--- config.mk ---
export PLATFORM = sky130hd
export DESIGN_NAME = frame_line_finder
export DESIGN_NICKNAME = d
export VERILOG_FILES = /design/src/rtl/frame_line_finder.sv
export SDC_FILE = /design/constraint.sdc
export NUM_CORES = 1
export LEC_CHECK = 0
export ABC_AREA = 1
export BUFFER_PORTS_ARGS = -buffer_cell sky130_fd_sc_hd__buf_2
export CORE_ASPECT_RATIO = 0.7
export CORE_UTILIZATION = 59
export CTS_CLUSTER_SIZE = 28
export DETAILED_ROUTE_END_ITERATION = 7
export MAX_ROUTING_LAYER = met4
export PLACE_DENSITY = 0.89
export SLEW_MARGIN = 30
export SYNTH_ARGS = -nofsm -noshare
export SYNTH_HDL_FRONTEND = slang
export SYNTH_SLANG_ARGS = --single-unit
--- constraint.sdc ---
create_clock -name i_Clk -period 2 [get_ports i_Clk]
set_input_delay 0.3 -clock i_Clk [delete_from_list [all_inputs] [get_ports i_Clk]]
set_output_delay 0.3 -clock i_Clk [all_outputs]
set_load 0.005 [all_outputs]
--- src/rtl/frame_line_finder.sv ---
// Scans a horizontal band of a frame RAM, counts dark pixels per zone, picks a steering direction.
// Latency: result pulse 3 cycles after the last band address (N+3 cycles after the start edge).
// Backpressure: none; start edges seen while busy are dropped, capture is held off while busy.
module frame_line_finder #(
  parameter int          IMG_W      = 160,
  parameter int          IMG_H      = 120,
  parameter int          ROW_START  = 100,
  parameter int          ROW_END    = 119,
  parameter logic [7:0]  THRESHOLD  = 8'd80,
  parameter int          MIN_PIXELS = 16
) (
  input  logic        i_Clk,
  input  logic        i_Rst_n,
  input  logic        i_Start,
  output logic [14:0] o_RAM_Address,
  input  logic [7:0]  i_RAM_Data,
  output logic        o_Camera_Read_Enable,
  output logic        o_Busy,
  output logic [14:0] o_Left_Count,
  output logic [14:0] o_Center_Count,
  output logic [14:0] o_Right_Count,
  output logic [1:0]  o_Direction,
  output logic        o_Result_Valid
);

  // Band never extends past the bottom of the frame.
  localparam int LAST_ROW = (ROW_END < IMG_H) ? ROW_END : IMG_H - 1;
  localparam int BASE     = ROW_START * IMG_W;
  localparam int N_PIX    = (LAST_ROW - ROW_START + 1) * IMG_W;
  localparam int XW       = $clog2(IMG_W);

  localparam logic [14:0]   BASE_ADDR = 15'(BASE);
  localparam logic [14:0]   LAST_ADDR = 15'(BASE + N_PIX - 1);
  localparam logic [XW-1:0] X_LAST    = XW'(IMG_W - 1);
  localparam logic [XW-1:0] ZONE_1    = XW'(IMG_W / 3);
  localparam logic [XW-1:0] ZONE_2    = XW'((2 * IMG_W) / 3);
  localparam logic [14:0]   MIN_CNT   = 15'(MIN_PIXELS);

  localparam logic [1:0] S_IDLE   = 2'd0;
  localparam logic [1:0] S_READ   = 2'd1;
  localparam logic [1:0] S_DRAIN  = 2'd2;
  localparam logic [1:0] S_DECIDE = 2'd3;

  localparam logic [1:0] DIR_NONE   = 2'b00;
  localparam logic [1:0] DIR_LEFT   = 2'b01;
  localparam logic [1:0] DIR_CENTER = 2'b10;
  localparam logic [1:0] DIR_RIGHT  = 2'b11;

  logic [1:0]    state;
  logic          start_prev;
  logic          start_edge;
  logic [XW-1:0] x;
  logic [XW-1:0] x_d;
  logic          pix_vld;
  logic [14:0]   acc_left;
  logic [14:0]   acc_center;
  logic [14:0]   acc_right;
  logic [1:0]    dir_next;

  assign start_edge           = i_Start & ~start_prev;
  assign o_Busy               = (state != S_IDLE);
  assign o_Camera_Read_Enable = ~o_Busy;

  // Previous i_Start level for rising-edge detection.
  always_ff @(posedge i_Clk) begin
    if (!i_Rst_n) start_prev <= 1'b0;
    else          start_prev <= i_Start;
  end

  // Scan sequencer: walks the band addresses and the column counter alongside.
  always_ff @(posedge i_Clk) begin
    if (!i_Rst_n) begin
      state         <= S_IDLE;
      o_RAM_Address <= 15'd0;
      x             <= '0;
    end else begin
      case (state)
        S_IDLE: begin
          if (start_edge) begin
            state         <= S_READ;
            o_RAM_Address <= BASE_ADDR;
            x             <= '0;
          end
        end
        S_READ: begin
          if (o_RAM_Address == LAST_ADDR) begin
            state <= S_DRAIN;
          end else begin
            o_RAM_Address <= o_RAM_Address + 15'd1;
            x             <= (x == X_LAST) ? '0 : x + 1'b1;
          end
        end
        S_DRAIN:  state <= S_DECIDE;
        default:  state <= S_IDLE;
      endcase
    end
  end

  // RAM data arrives one cycle after its address; delay the qualifier and column to match.
  always_ff @(posedge i_Clk) begin
    if (!i_Rst_n) begin
      pix_vld <= 1'b0;
      x_d     <= '0;
    end else begin
      pix_vld <= (state == S_READ);
      x_d     <= x;
    end
  end

  // Per-zone dark pixel accumulation, cleared when a scan is accepted.
  always_ff @(posedge i_Clk) begin
    if (!i_Rst_n) begin
      acc_left   <= 15'd0;
      acc_center <= 15'd0;
      acc_right  <= 15'd0;
    end else if (state == S_IDLE && start_edge) begin
      acc_left   <= 15'd0;
      acc_center <= 15'd0;
      acc_right  <= 15'd0;
    end else if (pix_vld && (i_RAM_Data < THRESHOLD)) begin
      if (x_d < ZONE_1)      acc_left   <= acc_left + 15'd1;
      else if (x_d < ZONE_2) acc_center <= acc_center + 15'd1;
      else                   acc_right  <= acc_right + 15'd1;
    end
  end

  // Winner selection: center wins ties with either side, left wins ties with right.
  always_comb begin
    dir_next = DIR_NONE;
    if (acc_center >= acc_left && acc_center >= acc_right) begin
      if (acc_center >= MIN_CNT) dir_next = DIR_CENTER;
    end else if (acc_left >= acc_right) begin
      if (acc_left >= MIN_CNT) dir_next = DIR_LEFT;
    end else begin
      if (acc_right >= MIN_CNT) dir_next = DIR_RIGHT;
    end
  end

  // Publish results once per completed scan; they hold until the next one.
  always_ff @(posedge i_Clk) begin
    if (!i_Rst_n) begin
      o_Left_Count   <= 15'd0;
      o_Center_Count <= 15'd0;
      o_Right_Count  <= 15'd0;
      o_Direction    <= DIR_NONE;
      o_Result_Valid <= 1'b0;
    end else begin
      o_Result_Valid <= 1'b0;
      if (state == S_DECIDE) begin
        o_Left_Count   <= acc_left;
        o_Center_Count <= acc_center;
        o_Right_Count  <= acc_right;
        o_Direction    <= dir_next;
        o_Result_Valid <= 1'b1;
      end
    end
  end

endmodule

==> flow_summary.toml <==
[outcome]
status = "completed"

[sta]
maxSlewHeadroom_pct = 56.9
fmax_mhz = 526
hold_viol = 0
min_period_over_period_pct = 95.1
clock_skew_ns = 0.00856
fin_tns_setup_ns = 0
tightest_slew_ns = 0.640
drv_slew = 0
setup_violations = 0
fin_crit_ns = 1.90
whs_ns = 0.102

[clock_tree]
ctsHoldBuffers = 0
cts_setup_buffers = 0
cts.sinks = 128
h-tree-depth = 4
clk_path_buf_depth = 2
cts_made_buffers = 17
ctsResizeCount = 0
clockRootBuffer = "clkbuf_16"
path_clk_slew_ns = 0.06
cts_tree = "done"
clk_latency_ns = 0.42

[setup_path]
crit_fanout = 5
critPathRequiredTime_ns = 2.36
worstSetupEndpointType = "flop"
cp_top_family = "simple AND/OR/NAND/NOR gates"
cp_slowest_stage_delay_ns = 0.37
path_buf_inv = 1
start_kind = "flop"
worstSetupPathType = "flop to flop"
worst_path_most_repeated_cell = "nand2_1"
cp_slowest_cell = "dfxtp_1"
crit_chain = "inv_1, ha_1, nand2_1, nor2_1, nand2_1, nor2_1, nor2_1, nand3_1, nand2_1, nand2_1, nand3_1, a21oi_1"
arrival_ns = 2.26

[drt]
wl_met3_um = 2060
highest_layer = "met4"
drt-met1-wl_um = 8340
final_antenna_net_count = 0
drc = 0
routed_wl_um = 19200
num_vias = 7025
firstDrtPassIters = 7
drtIter0Drc = 780
vias_per_cell = 5.75
wl_per_cell_um = 15.7
dr_wl_met2_um = 8310

[floorplan]
initial_core_util_pct = 61.6
die-area_mm2 = 0.0121
dieHeight_um = 92.4
core-area_mm2 = 0.0112
die_x_um = 131
io_pins = 76
num_rows = 32

[synthesis]
syn-num-nets = 1035
yosys.area.top_type = "dfxtp_1"
synth_area_leaders = "dfxtp_1 (37%), nand2_1 (11%), ha_1 (10%), a21oi_1 (8.7%), inv_1 (6.0%)"
syn_area_per_cell_um2 = 7.12
syn-instance-count = 967
synth.distinct_cells = 36
netlist.area_leader.share_pct = 37.2
synth_seq_cells = 128
yosys_warnings = 0
seq_area_frac_synth_pct = 37.2
synth_area_mm2 = 0.00688

[cells_and_area]
drive_gt1_share_pct = 15.3
stdcell_area_mm2 = 0.00819
syn2layout_area_growth_pct = 19.1
diodes = 0
final_nets = 1124
fill_cells = 787

[grt]
antenna_found_initial = 0
first_global_vias = 6379
grt_max_degree = 71
grt-ovfl-total = 0
grt_pass1_wl_um = 31000
grt_usage_pct = 34.3

[min_path]
hold_class = "input port to flop"

[power]
p_per_area_mw_per_mm2 = 981
max-vdd-ir-drop_v = 0.000792
p_leak_nw = 3.66

[placed_design]
dp_hpwl_um = 12900
portBuffers = 71
placed_area_mm2 = 0.00752
gp_congestion = 0.973

[flow_run]
drv_cap = 0
registers in the layout, indices dropped and copies added (netlist names), 8 cells and up:
| name | count |
|---|---|
| acc_left | 15 |
| x | 8 |
| o_Left_Count | 15 |
| o_Center_Count | 15 |
| acc_center | 15 |
| acc_right | 15 |
| o_Right_Count | 15 |
| x_d | 8 |
| o_RAM_Address | 15 |
Yosys cell counts (all sizes together):
library cell	count
and3	3
nor4	5
nand4	18
nand3	56
o21a	1
ha	57
clkbuf	24
dfxtp	128
buf	7
nor3b	3
nand3b	6
a21oi	120
inv	113
xor2	11
o21ai	78
or2	4
o211ai	1
xnor2	2
clkinv	4
a22oi	1
nor3	40
a211oi	1
nand2	209
and2	2
nor2	73
final timing paths:
path / start / end / slack, ns / depth (start not counted)
worst min register to register: o_Direction[0] / o_Direction[0] / 0.48 / 2
worst min-delay path: i_Start / start_prev / 0.10 / 3
worst max-delay path: acc_right[10] / o_Direction[0] / 0.1 / 12
worst max register to register: acc_right[10] / o_Direction[0] / 0.1 / 12
cells by family (layout without fill, tap and decap cells):
kind of cell,after synthesis,count (layout),synth area share [%]
AO/OA/AOI/OAI,202,202,14.9
buffers and inverters,148,250,8.64
flip-flops,128,128,37.2
AND/OR/NAND/NOR,419,419,27.2
XOR/XNOR,13,13,1.65
adder cells (fa/ha/maj),57,57,10.4
where the power goes:
group	internal, W	leakage, nW	total, W	switching [W]
Sequential	0.00284	1.04	0.00303	0.000190
Combinational	0.000570	2.31	0.00153	0.000963
Clock	0.00229	0.315	0.00347	0.00118
stage by stage:
stage          setup slack [ns]  cells  power, W  util [%]
4_1_cts                  0.0515   1222   0.00802      73.2
3_5_place_dp              0.121   1190   0.00456      67.3
2_1_floorplan             0.320    967   0.00404         -
5_1_grt                 -0.0160   1222   0.00836      73.3
6_report                 0.0981   1222   0.00804      73.3
3_3_place_gp              0.176   1190   0.00452      67.3
cell type report:
cell class                 count  area (um2)  area share (%)
clock buffer                  21         460            5.62
clock inverter                11         200            2.44
inverter                     117         442            5.39
multi-input combinational    691        3740            45.6
sequential                   128        2570            31.4
tap                          153         191            2.34
timing repair buffer         101         593            7.24
cells in the final DEF (no fill, tap or decap), types with 4 or more instances in the layout:
| cell | count |
|---|---|
| nand4_1 | 18 |
| or2_2 | 4 |
| nand3_1 | 55 |
| bufinv_16 | 5 |
| nor4_1 | 4 |
| inv_2 | 6 |
| inv_1 | 107 |
| a21oi_1 | 120 |
| xor2_1 | 11 |
| nand3b_1 | 6 |
| o21ai_0 | 74 |
| nor2_1 | 69 |
| dfxtp_2 | 5 |
| clkbuf_16 | 17 |
| nor3_1 | 36 |
| dfxtp_1 | 123 |
| buf_2 | 71 |
| nor2_2 | 4 |
| nand2_1 | 206 |
| ha_1 | 56 |
| buf_4 | 29 |
worst register-to-register path, cell delays in order, from the launching register on:
cell     delay [ns]
dfxtp_1        0.37
inv_1          0.16
ha_1           0.33
nand2_1        0.06
nor2_1         0.16
nand2_1        0.08
nor2_1         0.10
nor2_1         0.06
nand3_1        0.07
nand2_1        0.09
nand2_1        0.11
nand3_1        0.11
a21oi_1        0.14
routing by layer:
metal	GRT usage [%]	up-vias
met1	45.5	3186
met2	50.2	399
met4	13.1	0
li1	-	3384
met5	-	-
met3	8.67	56
No activity file was read; power rests on OpenSTA's default activity.
